### config.mk
export PLATFORM = sky130hd
export DESIGN_NAME = dbg_burst_regs_flat
export DESIGN_NICKNAME = d
export VERILOG_FILES = /design/src/rtl/dbg_burst_regs_if.sv /design/src/rtl/dbg_burst_regs.sv /design/src/flat_wrapper.sv
export SDC_FILE = /design/constraint.sdc
export NUM_CORES = 1
export LEC_CHECK = 0
export CELL_PAD_IN_SITES_DETAIL_PLACEMENT = 0
export CELL_PAD_IN_SITES_GLOBAL_PLACEMENT = 1
export CORE_ASPECT_RATIO = 1.25
export CORE_MARGIN = 4
export CORE_UTILIZATION = 48
export CTS_BUF_LIST = sky130_fd_sc_hd__clkbuf_16
export CTS_CLUSTER_DIAMETER = 150
export DETAILED_ROUTE_END_ITERATION = 8
export PLACE_DENSITY = 0.85
export SYNTH_ARGS = -nofsm -noshare
export SYNTH_HDL_FRONTEND = slang
export SYNTH_SLANG_ARGS = --single-unit
### constraint.sdc
create_clock -name clk -period 7.6 [get_ports clk]
set_input_delay 1.52 -clock clk [delete_from_list [all_inputs] [get_ports clk]]
set_output_delay 1.52 -clock clk [all_outputs]
set_load 0.1 [all_outputs]
### src/rtl/dbg_burst_regs_if.sv
// -----------------------------------------------------------------------------
// dbg_burst_regs_if
// Debug-host register bus shared by the debug host (master) and
// dbg_burst_regs (slave).
//   dbg_a     : register address (8 bit)
//   dbg_di    : write data (16 bit)
//   dbg_do    : read data (16 bit), zero whenever dbg_rd is low
//   dbg_we    : write strobe
//   dbg_rd    : read strobe
//   dbg_ready : access completes in the cycle it is high
// -----------------------------------------------------------------------------
interface dbg_burst_regs_if;
   logic [7:0]  dbg_a;
   logic [15:0] dbg_di;
   logic [15:0] dbg_do;
   logic        dbg_we;
   logic        dbg_rd;
   logic        dbg_ready;

   modport master (output dbg_a, dbg_di, dbg_we, dbg_rd, input dbg_do, dbg_ready);
   modport slave  (input dbg_a, dbg_di, dbg_we, dbg_rd, output dbg_do, dbg_ready);
endinterface

### src/rtl/dbg_burst_regs.sv
// -----------------------------------------------------------------------------
// dbg_burst_regs
// Debug register block in front of a QSPI engine. It provides configuration
// registers, single-word accesses and a burst read prefetch into a small FIFO.
// Optional feature macro: DBG_BURST_CRC_EN adds a CRC-16-CCITT over the pushed
// words at register 0x18. When the macro is not defined, 0x18 reads 0.
// Ports:
//   clk, rst_n            : clock, synchronous active-low reset
//   dbg                   : debug register bus (slave modport)
//   debug_addr_o          : QSPI byte address, advances by 2 per word
//   debug_rdata_i         : QSPI read word
//   debug_wdata_o/_wstrb_o: QSPI write word and byte strobes
//   debug_ready_i         : QSPI word done
//   debug_xfer_done_i     : QSPI transfer terminated early
//   debug_valid_o         : request towards the QSPI engine
//   debug_xfer_len_o      : number of words in the current request
//   debug_ce_ctrl_o, addr_16b_o, is_flash_o, quad_mode_o,
//   dummy_read_cycles_o, plus_guard_time_o : per-chip-select configuration
// -----------------------------------------------------------------------------
module dbg_burst_regs #(
   parameter int CHIP_SELECTS = 2,
   parameter int BURST_DEPTH  = 8,
   parameter int ADDR_W       = 24
) (
   input  logic                      clk,
   input  logic                      rst_n,
   dbg_burst_regs_if.slave           dbg,
   output logic [ADDR_W-1:0]         debug_addr_o,
   input  logic [15:0]               debug_rdata_i,
   output logic [15:0]               debug_wdata_o,
   output logic [1:0]                debug_wstrb_o,
   input  logic                      debug_ready_i,
   input  logic                      debug_xfer_done_i,
   output logic                      debug_valid_o,
   output logic [3:0]                debug_xfer_len_o,
   output logic [CHIP_SELECTS-1:0]   debug_ce_ctrl_o,
   output logic [CHIP_SELECTS-1:0]   addr_16b_o,
   output logic [CHIP_SELECTS-1:0]   is_flash_o,
   output logic [CHIP_SELECTS-1:0]   quad_mode_o,
   output logic [CHIP_SELECTS*4-1:0] dummy_read_cycles_o,
   output logic [3:0]                plus_guard_time_o
);
   localparam int CS    = CHIP_SELECTS;
   localparam int AHI_W = ADDR_W - 16;
   localparam int PTR_W = (BURST_DEPTH > 1) ? $clog2(BURST_DEPTH) : 1;

   typedef enum logic [1:0] {ST_IDLE = 2'd0, ST_SINGLE = 2'd1, ST_BURST = 2'd2} state_t;

   state_t              state_q, state_d;
   logic [ADDR_W-1:0]   addr_q;
   logic [CS-1:0]       ce_ctrl_q, addr_16b_q, is_flash_q, quad_mode_q;
   logic [CS*4-1:0]     dummy_q;
   logic [3:0]          guard_q, blen_q, cnt_q;
   logic                ovf_q, unf_q;
   logic [15:0]         mem_q [BURST_DEPTH];
   logic [PTR_W-1:0]    rd_q, wr_q;
   logic [4:0]          count_q;

   logic                acc_s, flush_s, xfer_ack_s, push_s, pop_s, busy_s;
   logic                single_go_s, burst_go_s, ovf_set_s, unf_set_s, space_ok_s;
   logic                rdy_s;
   logic [15:0]         rdata_s, status_s, crc_rd_s;
   logic [3:0]          blen_wr_s;

   assign acc_s      = dbg.dbg_rd | dbg.dbg_we;
   assign flush_s    = dbg.dbg_we && (dbg.dbg_a == 8'h23);
   assign xfer_ack_s = debug_ready_i && (state_q != ST_IDLE);
   // A flush aborts the burst, so a word arriving in the same cycle is dropped.
   assign push_s     = debug_ready_i && (state_q == ST_BURST) && !flush_s;
   assign space_ok_s = ((5'(BURST_DEPTH) - count_q) >= {1'b0, blen_q});
   assign status_s   = {busy_s, ovf_q, unf_q, 8'h00, count_q};
   assign blen_wr_s  = (dbg.dbg_di[3:0] == 4'd0) ? 4'd1 :
                       ({1'b0, dbg.dbg_di[3:0]} > 5'(BURST_DEPTH)) ? 4'(BURST_DEPTH) :
                       dbg.dbg_di[3:0];

   assign dbg.dbg_ready = rdy_s;
   assign dbg.dbg_do    = dbg.dbg_rd ? rdata_s : 16'h0000;

   assign debug_addr_o        = addr_q;
   assign debug_ce_ctrl_o     = ce_ctrl_q;
   assign addr_16b_o          = addr_16b_q;
   assign is_flash_o          = is_flash_q;
   assign quad_mode_o         = quad_mode_q;
   assign dummy_read_cycles_o = dummy_q;
   assign plus_guard_time_o   = guard_q;

`ifdef DBG_BURST_CRC_EN
   logic [15:0] crc_q;

   function automatic logic [15:0] crc16_word(input logic [15:0] crc, input logic [15:0] d);
      logic [15:0] c;
      c = crc;
      for (int i = 15; i >= 0; i--) begin
         c = (c[15] ^ d[i]) ? ({c[14:0], 1'b0} ^ 16'h1021) : {c[14:0], 1'b0};
      end
      return c;
   endfunction

   // CRC over every pushed word, restarted by flush or reset
   always_ff @(posedge clk) begin
      if (!rst_n || flush_s) crc_q <= 16'hFFFF;
      else if (push_s)       crc_q <= crc16_word(crc_q, debug_rdata_i);
      else                   crc_q <= crc_q;
   end
   assign crc_rd_s = crc_q;
`else
   assign crc_rd_s = 16'h0000;
`endif

   // Register decode: read mux, ready and side-effect strobes
   always_comb begin
      rdy_s = 1'b0; rdata_s = 16'h0000; pop_s = 1'b0;
      single_go_s = 1'b0; burst_go_s = 1'b0; ovf_set_s = 1'b0; unf_set_s = 1'b0;
      if (acc_s) begin
         rdy_s = 1'b1;
         case (dbg.dbg_a)
            8'h10: rdata_s = addr_q[15:0];
            8'h11: rdata_s = 16'(addr_q[ADDR_W-1:16]);
            8'h12: rdata_s = 16'(ce_ctrl_q);
            8'h13: rdata_s = 16'({addr_16b_q, is_flash_q, quad_mode_q});
            8'h14: rdata_s = 16'(dummy_q);
            8'h15: rdata_s = {12'h000, guard_q};
            8'h16: rdata_s = {12'h000, blen_q};
            8'h17: rdata_s = status_s;
            8'h18: rdata_s = crc_rd_s;
            8'h20: begin
               // Completes only when the QSPI word handshake finishes in SINGLE.
               rdy_s = (state_q == ST_SINGLE) ? debug_ready_i : 1'b0;
               rdata_s = (state_q == ST_SINGLE) ? debug_rdata_i : 16'h0000;
               single_go_s = (state_q == ST_IDLE);
            end
            8'h21: begin
               if (state_q == ST_IDLE) begin
                  burst_go_s = dbg.dbg_we && space_ok_s;
                  ovf_set_s  = dbg.dbg_we && !space_ok_s;
               end else begin
                  rdy_s = 1'b0;
               end
            end
            8'h22: begin
               if (!dbg.dbg_rd) begin
                  rdy_s = 1'b1;
               end else if (count_q != 5'd0) begin
                  pop_s = 1'b1; rdata_s = mem_q[rd_q];
               end else if (state_q == ST_BURST) begin
                  // Empty during a burst: wait and bypass the arriving word.
                  rdy_s = push_s; pop_s = push_s; rdata_s = debug_rdata_i;
               end else begin
                  unf_set_s = 1'b1;
               end
            end
            default: rdata_s = 16'h0000;
         endcase
      end else begin
         rdy_s = 1'b0;
      end
   end

   // FSM state register
   always_ff @(posedge clk) begin
      if (!rst_n) state_q <= ST_IDLE;
      else        state_q <= state_d;
   end

   // FSM next-state logic
   always_comb begin
      state_d = state_q;
      case (state_q)
         ST_IDLE:   state_d = single_go_s ? ST_SINGLE : (burst_go_s ? ST_BURST : ST_IDLE);
         ST_SINGLE: state_d = debug_ready_i ? ST_IDLE : ST_SINGLE;
         ST_BURST: begin
            if (flush_s || debug_xfer_done_i || (push_s && ((cnt_q + 4'd1) >= blen_q)))
               state_d = ST_IDLE;
            else
               state_d = ST_BURST;
         end
         default:   state_d = ST_IDLE;
      endcase
   end

   // FSM outputs towards the QSPI engine
   always_comb begin
      debug_valid_o = 1'b0; debug_xfer_len_o = 4'd0; debug_wdata_o = 16'h0000;
      debug_wstrb_o = 2'b00; busy_s = 1'b1;
      case (state_q)
         ST_IDLE: busy_s = 1'b0;
         ST_SINGLE: begin
            debug_valid_o = 1'b1; debug_xfer_len_o = 4'd1;
            debug_wdata_o = dbg.dbg_we ? dbg.dbg_di : 16'h0000;
            debug_wstrb_o = dbg.dbg_we ? 2'b11 : 2'b00;
         end
         ST_BURST: begin
            debug_valid_o = 1'b1; debug_xfer_len_o = blen_q;
         end
         default: busy_s = 1'b0;
      endcase
   end

   // Address and configuration registers, error flags
   always_ff @(posedge clk) begin
      if (!rst_n) begin
         addr_q <= '0; ce_ctrl_q <= CS'(1); is_flash_q <= CS'(1); quad_mode_q <= CS'(1);
         addr_16b_q <= '0; dummy_q <= (CS*4)'(4'ha); guard_q <= 4'd1;
         blen_q <= 4'(BURST_DEPTH); ovf_q <= 1'b0; unf_q <= 1'b0;
      end else begin
         // The address only takes host writes while the FSM is idle.
         if (dbg.dbg_we && (dbg.dbg_a == 8'h10) && !busy_s)      addr_q[15:0] <= dbg.dbg_di;
         else if (dbg.dbg_we && (dbg.dbg_a == 8'h11) && !busy_s) addr_q[ADDR_W-1:16] <= dbg.dbg_di[AHI_W-1:0];
         else if (xfer_ack_s)                                    addr_q <= addr_q + ADDR_W'(2);
         else                                                    addr_q <= addr_q;
         if (dbg.dbg_we) begin
            case (dbg.dbg_a)
               8'h12:   ce_ctrl_q <= dbg.dbg_di[CS-1:0];
               8'h13:   {addr_16b_q, is_flash_q, quad_mode_q} <= dbg.dbg_di[3*CS-1:0];
               8'h14:   dummy_q <= dbg.dbg_di[4*CS-1:0];
               8'h15:   guard_q <= dbg.dbg_di[3:0];
               8'h16:   blen_q <= blen_wr_s;
               default: guard_q <= guard_q;
            endcase
         end
         ovf_q <= flush_s ? 1'b0 : (ovf_q | ovf_set_s);
         unf_q <= flush_s ? 1'b0 : (unf_q | unf_set_s);
      end
   end

   // Prefetch FIFO pointers, occupancy and burst word counter
   always_ff @(posedge clk) begin
      if (!rst_n || flush_s) begin
         rd_q <= '0; wr_q <= '0; count_q <= 5'd0; cnt_q <= 4'd0;
      end else begin
         rd_q    <= pop_s  ? rd_q + PTR_W'(1) : rd_q;
         wr_q    <= push_s ? wr_q + PTR_W'(1) : wr_q;
         count_q <= count_q + 5'(push_s) - 5'(pop_s);
         cnt_q   <= burst_go_s ? 4'd0 : (push_s ? cnt_q + 4'd1 : cnt_q);
      end
   end

   // FIFO storage (a bypassed word is written and consumed in the same cycle)
   always_ff @(posedge clk) begin
      if (push_s) mem_q[wr_q] <= debug_rdata_i;
   end
endmodule

### src/flat_wrapper.sv
// flat-port wrapper written by rule: the top's interface ports become plain ports
module dbg_burst_regs_flat 
#(
   parameter int CHIP_SELECTS = 2,
   parameter int BURST_DEPTH  = 8,
   parameter int ADDR_W       = 24
)
  (clk, rst_n, debug_addr_o, debug_rdata_i, debug_wdata_o, debug_wstrb_o, debug_ready_i, debug_xfer_done_i, debug_valid_o, debug_xfer_len_o, debug_ce_ctrl_o, addr_16b_o, is_flash_o, quad_mode_o, dummy_read_cycles_o, plus_guard_time_o, dbg_dbg_a, dbg_dbg_di, dbg_dbg_we, dbg_dbg_rd, dbg_dbg_do, dbg_dbg_ready);
  dbg_burst_regs_if dbg_i ();
  input  logic clk;
  input  logic rst_n;
  output logic [ADDR_W-1:0] debug_addr_o;
  input  logic [15:0] debug_rdata_i;
  output logic [15:0] debug_wdata_o;
  output logic [1:0] debug_wstrb_o;
  input  logic debug_ready_i;
  input  logic debug_xfer_done_i;
  output logic debug_valid_o;
  output logic [3:0] debug_xfer_len_o;
  output logic [CHIP_SELECTS-1:0] debug_ce_ctrl_o;
  output logic [CHIP_SELECTS-1:0] addr_16b_o;
  output logic [CHIP_SELECTS-1:0] is_flash_o;
  output logic [CHIP_SELECTS-1:0] quad_mode_o;
  output logic [CHIP_SELECTS*4-1:0] dummy_read_cycles_o;
  output logic [3:0] plus_guard_time_o;
  input wire logic [$bits(dbg_i.dbg_a)-1:0] dbg_dbg_a;
  input wire logic [$bits(dbg_i.dbg_di)-1:0] dbg_dbg_di;
  input wire logic [$bits(dbg_i.dbg_we)-1:0] dbg_dbg_we;
  input wire logic [$bits(dbg_i.dbg_rd)-1:0] dbg_dbg_rd;
  output wire logic [$bits(dbg_i.dbg_do)-1:0] dbg_dbg_do;
  output wire logic [$bits(dbg_i.dbg_ready)-1:0] dbg_dbg_ready;
  assign dbg_i.dbg_a = dbg_dbg_a;
  assign dbg_i.dbg_di = dbg_dbg_di;
  assign dbg_i.dbg_we = dbg_dbg_we;
  assign dbg_i.dbg_rd = dbg_dbg_rd;
  assign dbg_dbg_do = dbg_i.dbg_do;
  assign dbg_dbg_ready = dbg_i.dbg_ready;
  dbg_burst_regs #(.CHIP_SELECTS(CHIP_SELECTS), .BURST_DEPTH(BURST_DEPTH), .ADDR_W(ADDR_W)) u_core (.clk(clk), .rst_n(rst_n), .dbg(dbg_i), .debug_addr_o(debug_addr_o), .debug_rdata_i(debug_rdata_i), .debug_wdata_o(debug_wdata_o), .debug_wstrb_o(debug_wstrb_o), .debug_ready_i(debug_ready_i), .debug_xfer_done_i(debug_xfer_done_i), .debug_valid_o(debug_valid_o), .debug_xfer_len_o(debug_xfer_len_o), .debug_ce_ctrl_o(debug_ce_ctrl_o), .addr_16b_o(addr_16b_o), .is_flash_o(is_flash_o), .quad_mode_o(quad_mode_o), .dummy_read_cycles_o(dummy_read_cycles_o), .plus_guard_time_o(plus_guard_time_o));
endmodule
* Word level (Yosys, flattened, before mapping)
Memories as Yosys holds them, arrays and structs flattened. A register that Yosys moved wholly into a read port is not among the register bits.
Index checks and enable logic that the tools add are counted.
** Storage, ports and cells
- Register bits after elaboration :: 67
- Latch bits :: 0
- RAM bits :: 128
- Memory bits (read-only) :: 0
- Bits of input ports :: 46
- Memories :: 1
** Memory list
- u_core.mem_q :: depth 8, width 16, rd ports 1, clocked after Yosys merged registers in 1, write ports 1, line dbg_burst_regs.sv:55 : logic [15:0] mem_q [BURST_DEPTH];
** Cells by class
- Add/subtract/negate cells :: 7
- Multiply operators :: 0
- Div/mod/pow operators :: 0
- Magnitude comparators :: 3
- Equality and inequality tests :: 15
- Shift-type cells :: 0
- Muxes and demuxes :: 52
- Bitwise operators :: 5
- Reduce and logical (&&, ||, !) cells :: 34
** Operators with widths (number)
- $pmux 16 s10 :: 1
- $mux 16 :: 9
- $eq 8x5->1 const B :: 8
- $eq 8x6->1 const B :: 4
- $mux 1 :: 28
- $add 24x2->24 const B :: 1
- $mux 24 :: 1
- $reduce_and 2->1 :: 7
- $logic_and 1x1->1 :: 11
- $mux 2 :: 5
- $mux 4 :: 2
- $mux 8 :: 1
- $pmux 4 s2 :: 1
- $add 3x1->3 const B :: 2
- $mux 3 :: 2
- $pmux 2 s3 :: 1
- $reduce_bool 2->1 :: 3
- $reduce_or 2->1 :: 3
- $add 5x1->5 :: 1
- $ge 5x4->1 :: 1
- $reduce_bool 5->1 :: 1
- $sub 4x5->5 const A :: 1
- $sub 5x1->5 :: 1
- $add 4x1->4 const B :: 1
- 12 further kinds :: 20

* Logic depth before layout (Yosys ltp)
- Word-level depth :: 11
- Mapped depth :: 14
- Mapped depth without buffers :: 12

* Worst setup path before layout
Ideal clock, no wire load.
- Path type :: input-to-output
- Start point :: input port dbg_dbg_a[3]
- End point :: output port dbg_dbg_do[3]
- Data arrival time :: 4293 ps
- Required time :: 6080 ps
- Setup slack :: 1787 ps
- Stages :: 8
- Path buffers :: 3
- Cell sequence :: nor3_1 -> buf_2 -> and3_1 -> and2_1 -> buf_2 -> buf_4 -> nand2_1 -> a31oi_1
** On the way
- Longest elaborated chain between the ends :: 4
** RTL lines
- from (decl) :: line flat_wrapper.sv:26 : input wire logic [$bits(dbg_i.dbg_a)-1:0] dbg_dbg_a;
- $eq 8x6->1 / $eq 8x5->1 (equally long branches) :: line dbg_burst_regs.sv:116 : case (dbg.dbg_a)
- $pmux 16 s10 * :: line dbg_burst_regs.sv:116
- $mux 16 * :: line dbg_burst_regs.sv:114 : if (acc_s) begin
- $mux 16 * :: line dbg_burst_regs.sv:77 : assign dbg.dbg_do = dbg.dbg_rd ? rdata_s : 16'h0000;
- to (decl) :: line flat_wrapper.sv:30 : output wire logic [$bits(dbg_i.dbg_do)-1:0] dbg_dbg_do;
Every way passes the cells marked *; elsewhere a longest branch is shown, timed or not.

* Worst setup path in the final report
- Start point :: input port dbg_dbg_a[1]
- End point :: output port dbg_dbg_do[7]
Same word-level chain as after synthesis.

==> results.yml <==
grt:
  grt_pass1_wl_mm: 41.3
  busiest_layer: "met2"
  gr-usage-met2_pct: 40.0
  use_met1_pct: 32.4
  antenna_found_initial: 0
  grtUsageMet3_pct: 4.18
  grt_use_total_pct: 23.9
  grt_max_degree: 33
  gr-total-overflow: 0
  grt_pass1_vias: 7035
die:
  start_util_pct: 49.1
  die_h_um: 166
  die_w_um: 134
  rows: 57
  die_area_um2: 22300
  pin_count: 130
  core_area_um2: 19500
placement:
  portBuffers: 129
  dpl_cell_area_um2: 11100
  hpwl_mm: 17.8
  dp_slack_ns: 1.54
  place.gp.congestion: 0.847
detailed_routing:
  drc: 0
  vias_per_cell: 5.95
  detail_route.wirelength_mm: 26.3
  post_drt_wl_per_cell_um: 22.4
  dr.pass1.iters: 5
  route.antenna.remaining_nets: 0
  drt-initial-drc-count: 601
  via_count: 6963
setup_path:
  critical_path.top_delay_family: "simple AND/OR/NAND/NOR gates"
  required_ns: 6.08
  cp-start-kind: "input port"
  path_cells: "clkdlybuf4s50_1 -> nor3_2 -> nor3b_2 -> a222oi_1 -> a21oi_1 -> buf_4"
  crit_type: "in -> out"
  slowest_stage: "nor3b_2"
  rrSetupSlack_ns: 4.34
  worstPathArrival_ns: 4.60
  critPathBufInv: 2
  crit_fanout: 17
  worst_setup_path_end_kind: "output pin"
  cp_slowest_stage_delay_ns: 0.92
sta:
  slew_headroom_pct: 26.8
  slew_viol_final: 0
  finalCriticalPeriod_ns: 6.12
  worst_pin_slew_ns: 1.10
  tns_ns: 0
  fin_crit_sh_pct: 80.5
  setup_ws_ns: 1.48
  rsz0062_at_grt: "no"
  setup_viol: 0
  fin_skew_ns: 0.0158
  hold_viol_final: 0
  fmax_mhz: 164
pwr:
  power_mw: 2.19
  ir_drop_v: 0.000160
  p_leak_nw: 3.93
  powerDensity_nw_per_um2: 187
finish:
  multi_input_area_um2: 4090
  seq_area_um2: 5250
  area_delta_synth_final_pct: 22.4
  drive_above_1_share_pct: 15.1
  final_util_pct: 60.0
  nets: 964
  finalInstanceArea_um2: 11700
  n_fill_cell: 1585
  num_antenna_cells: 0
hold_path:
  hold_path.class: "reg -> reg"
cts:
  post_cts_buffers: 0
  clock-sinks: 198
  cts_made_buffers: 17
  cts_tree: "built"
  worstSkewPairLatency_ns: 0.45
  cts-resized-gates: 0
  cts_root_buf: "clkbuf_16"
  hold_buffers: 0
  cts.htree.levels: 4
  clk_pin_slew_ns: 0.08
  cts_buffer_depth: 2
flow_run:
  max-cap-violations: 0
logic_synthesis:
  synth_top_area_share_pct: 40.1
  yosysMostFrequentCell: "edfxtp_1"
  synth_fp_nets: 854
  synthTopCellsByCount: "edfxtp_1, dfxtp_1, nand2_1"
  synthTopCellsByArea: "edfxtp_1, dfxtp_1, mux4_2"
  synth_edf_count: 128
  syn_avg_cell_area_um2: 12.2
  synth_ff_type: "edfxtp_1"
  synth_cell_types: 66
  syn-cell-area_um2: 9590
  ys_ff_latch: 198
  synth-async-reset-ratio_pct: 0
  synth_cells: 783
  yosysTopAreaCell: "edfxtp_1"
  ys_seq_area_share_pct: 54.7
  yosysWarnings: 0
outcome:
  status: "finished, final reports clean"
-- cells in the final DEF (no fill, tap or decap), drive strengths merged, types with 4 or more instances in the layout --
master | synthesis | layout
mux4 | 34 | 34
nand2b | 9 | 9
a222oi | 9 | 9
and3 | 29 | 29
nand3b | 4 | 4
clkdlybuf4s50 | 0 | 113
xor2 | 12 | 12
nor3b | 5 | 5
nor2 | 56 | 56
nor3 | 11 | 11
clkinv | 0 | 6
o21ai | 26 | 26
dfxtp | 70 | 70
and2 | 9 | 9
o22ai | 4 | 4
mux2i | 30 | 30
nand4 | 9 | 9
mux2 | 19 | 19
nand2 | 60 | 60
inv | 15 | 24
xnor2 | 16 | 16
nor4 | 5 | 5
a32oi | 4 | 4
o211ai | 5 | 5
buf | 24 | 30
a31oi | 5 | 5
a211oi | 5 | 5
clkbuf | 28 | 17
a22oi | 9 | 9
edfxtp | 128 | 128
ha | 24 | 24
a21oi | 50 | 50
nor2b | 11 | 11
nand3 | 23 | 23
-- path summary, 6_finish.rpt --
path | end | cells past startpoint | start
worst max-delay path | dbg_dbg_do[7] | 6 | dbg_dbg_a[1]
worst min-delay path | u_core.addr_16b_o[1]$_SDFFE_PN0P_ | 2 | u_core.addr_16b_o[1]$_SDFFE_PN0P_
worst max register to register | u_core.count_q[4]$_SDFF_PP0_ | 12 | u_core.state_q[0]$_SDFF_PN0_
worst min register to register | u_core.addr_16b_o[1]$_SDFFE_PN0P_ | 2 | u_core.addr_16b_o[1]$_SDFFE_PN0P_
-- registers in the layout, summed over array words and instances (netlist names), named ones only --
register / cells
u_core.mem_q: 128
u_core.debug_addr_o: 24
u_core.dummy_read_cycles_o: 8
u_core.count_q: 5
u_core.blen_q: 4
u_core.cnt_q: 4
u_core.plus_guard_time_o: 4
u_core.rd_q: 3
u_core.wr_q: 3
u_core.addr_16b_o: 2
u_core.debug_ce_ctrl_o: 2
u_core.is_flash_o: 2
u_core.quad_mode_o: 2
u_core.state_q: 2
u_core.ovf_q: 1
u_core.unf_q: 1
-- power by group --
part / internal (mW) / leakage (nW) / switching, mW
logic: 0.0327 / 1.90 / 0.0523
registers: 1.14 / 1.71 / 0.000681
clock network: 0.466 / 0.311 / 0.497
-- final cells by class --
| type | instances | share of cell area [%] |
|---|---|---|
| sequential | 198 | 44.7 |
| multi-input combinational | 518 | 34.9 |
| timing repair buffer | 143 | 11.6 |
| clock buffer | 17 | 3.63 |
| tap | 265 | 2.83 |
| clock inverter | 15 | 1.90 |
| inverter | 15 | 0.480 |
-- through the flow --
| stage | std cells | hold WS, ns |
|---|---|---|
| after floorplan | 783 | 0.437 |
| after global placement | 1139 | 0.458 |
| after detailed placement | 1139 | 0.469 |
| after CTS | 1171 | 0.486 |
| after global routing | 1171 | 0.518 |
| final | 1171 | 0.488 |
-- routing by layer --
layer | routed length, µm | vias up
met3 | 1620 | 27
met1 | 11000 | 3474
met5 | 0 | -
li1 | - | 3195
met4 | 437 | 0
met2 | 13200 | 267
-- logic make-up (layout without fill, tap and decap cells) --
group / after synthesis / after routing / share of synthesized area, %
and+or+nand+nor: 245 / 245 / 13.6
DFF: 198 / 198 / 54.7
AOI/OAI and AO/OA: 137 / 137 / 9.21
muxes: 83 / 83 / 13.3
buffers and inverters: 67 / 190 / 3.26
xor gates and xnor gates: 28 / 28 / 2.56
adders and majority gates: 25 / 25 / 3.34
-- worst reg2reg max path: cells and delay by family, from the launching register on --
kind                     cells  cell delay (ns)
adder cells (fa/ha/maj)      3             1.07
AND/OR/NAND/NOR              3             0.67
AO/OA/AOI/OAI                3             0.65
buffers and inverters        2             0.36
flip-flops                   1             0.34
XOR/XNOR                     1             0.11
Power figures use the tool's default switching activity.
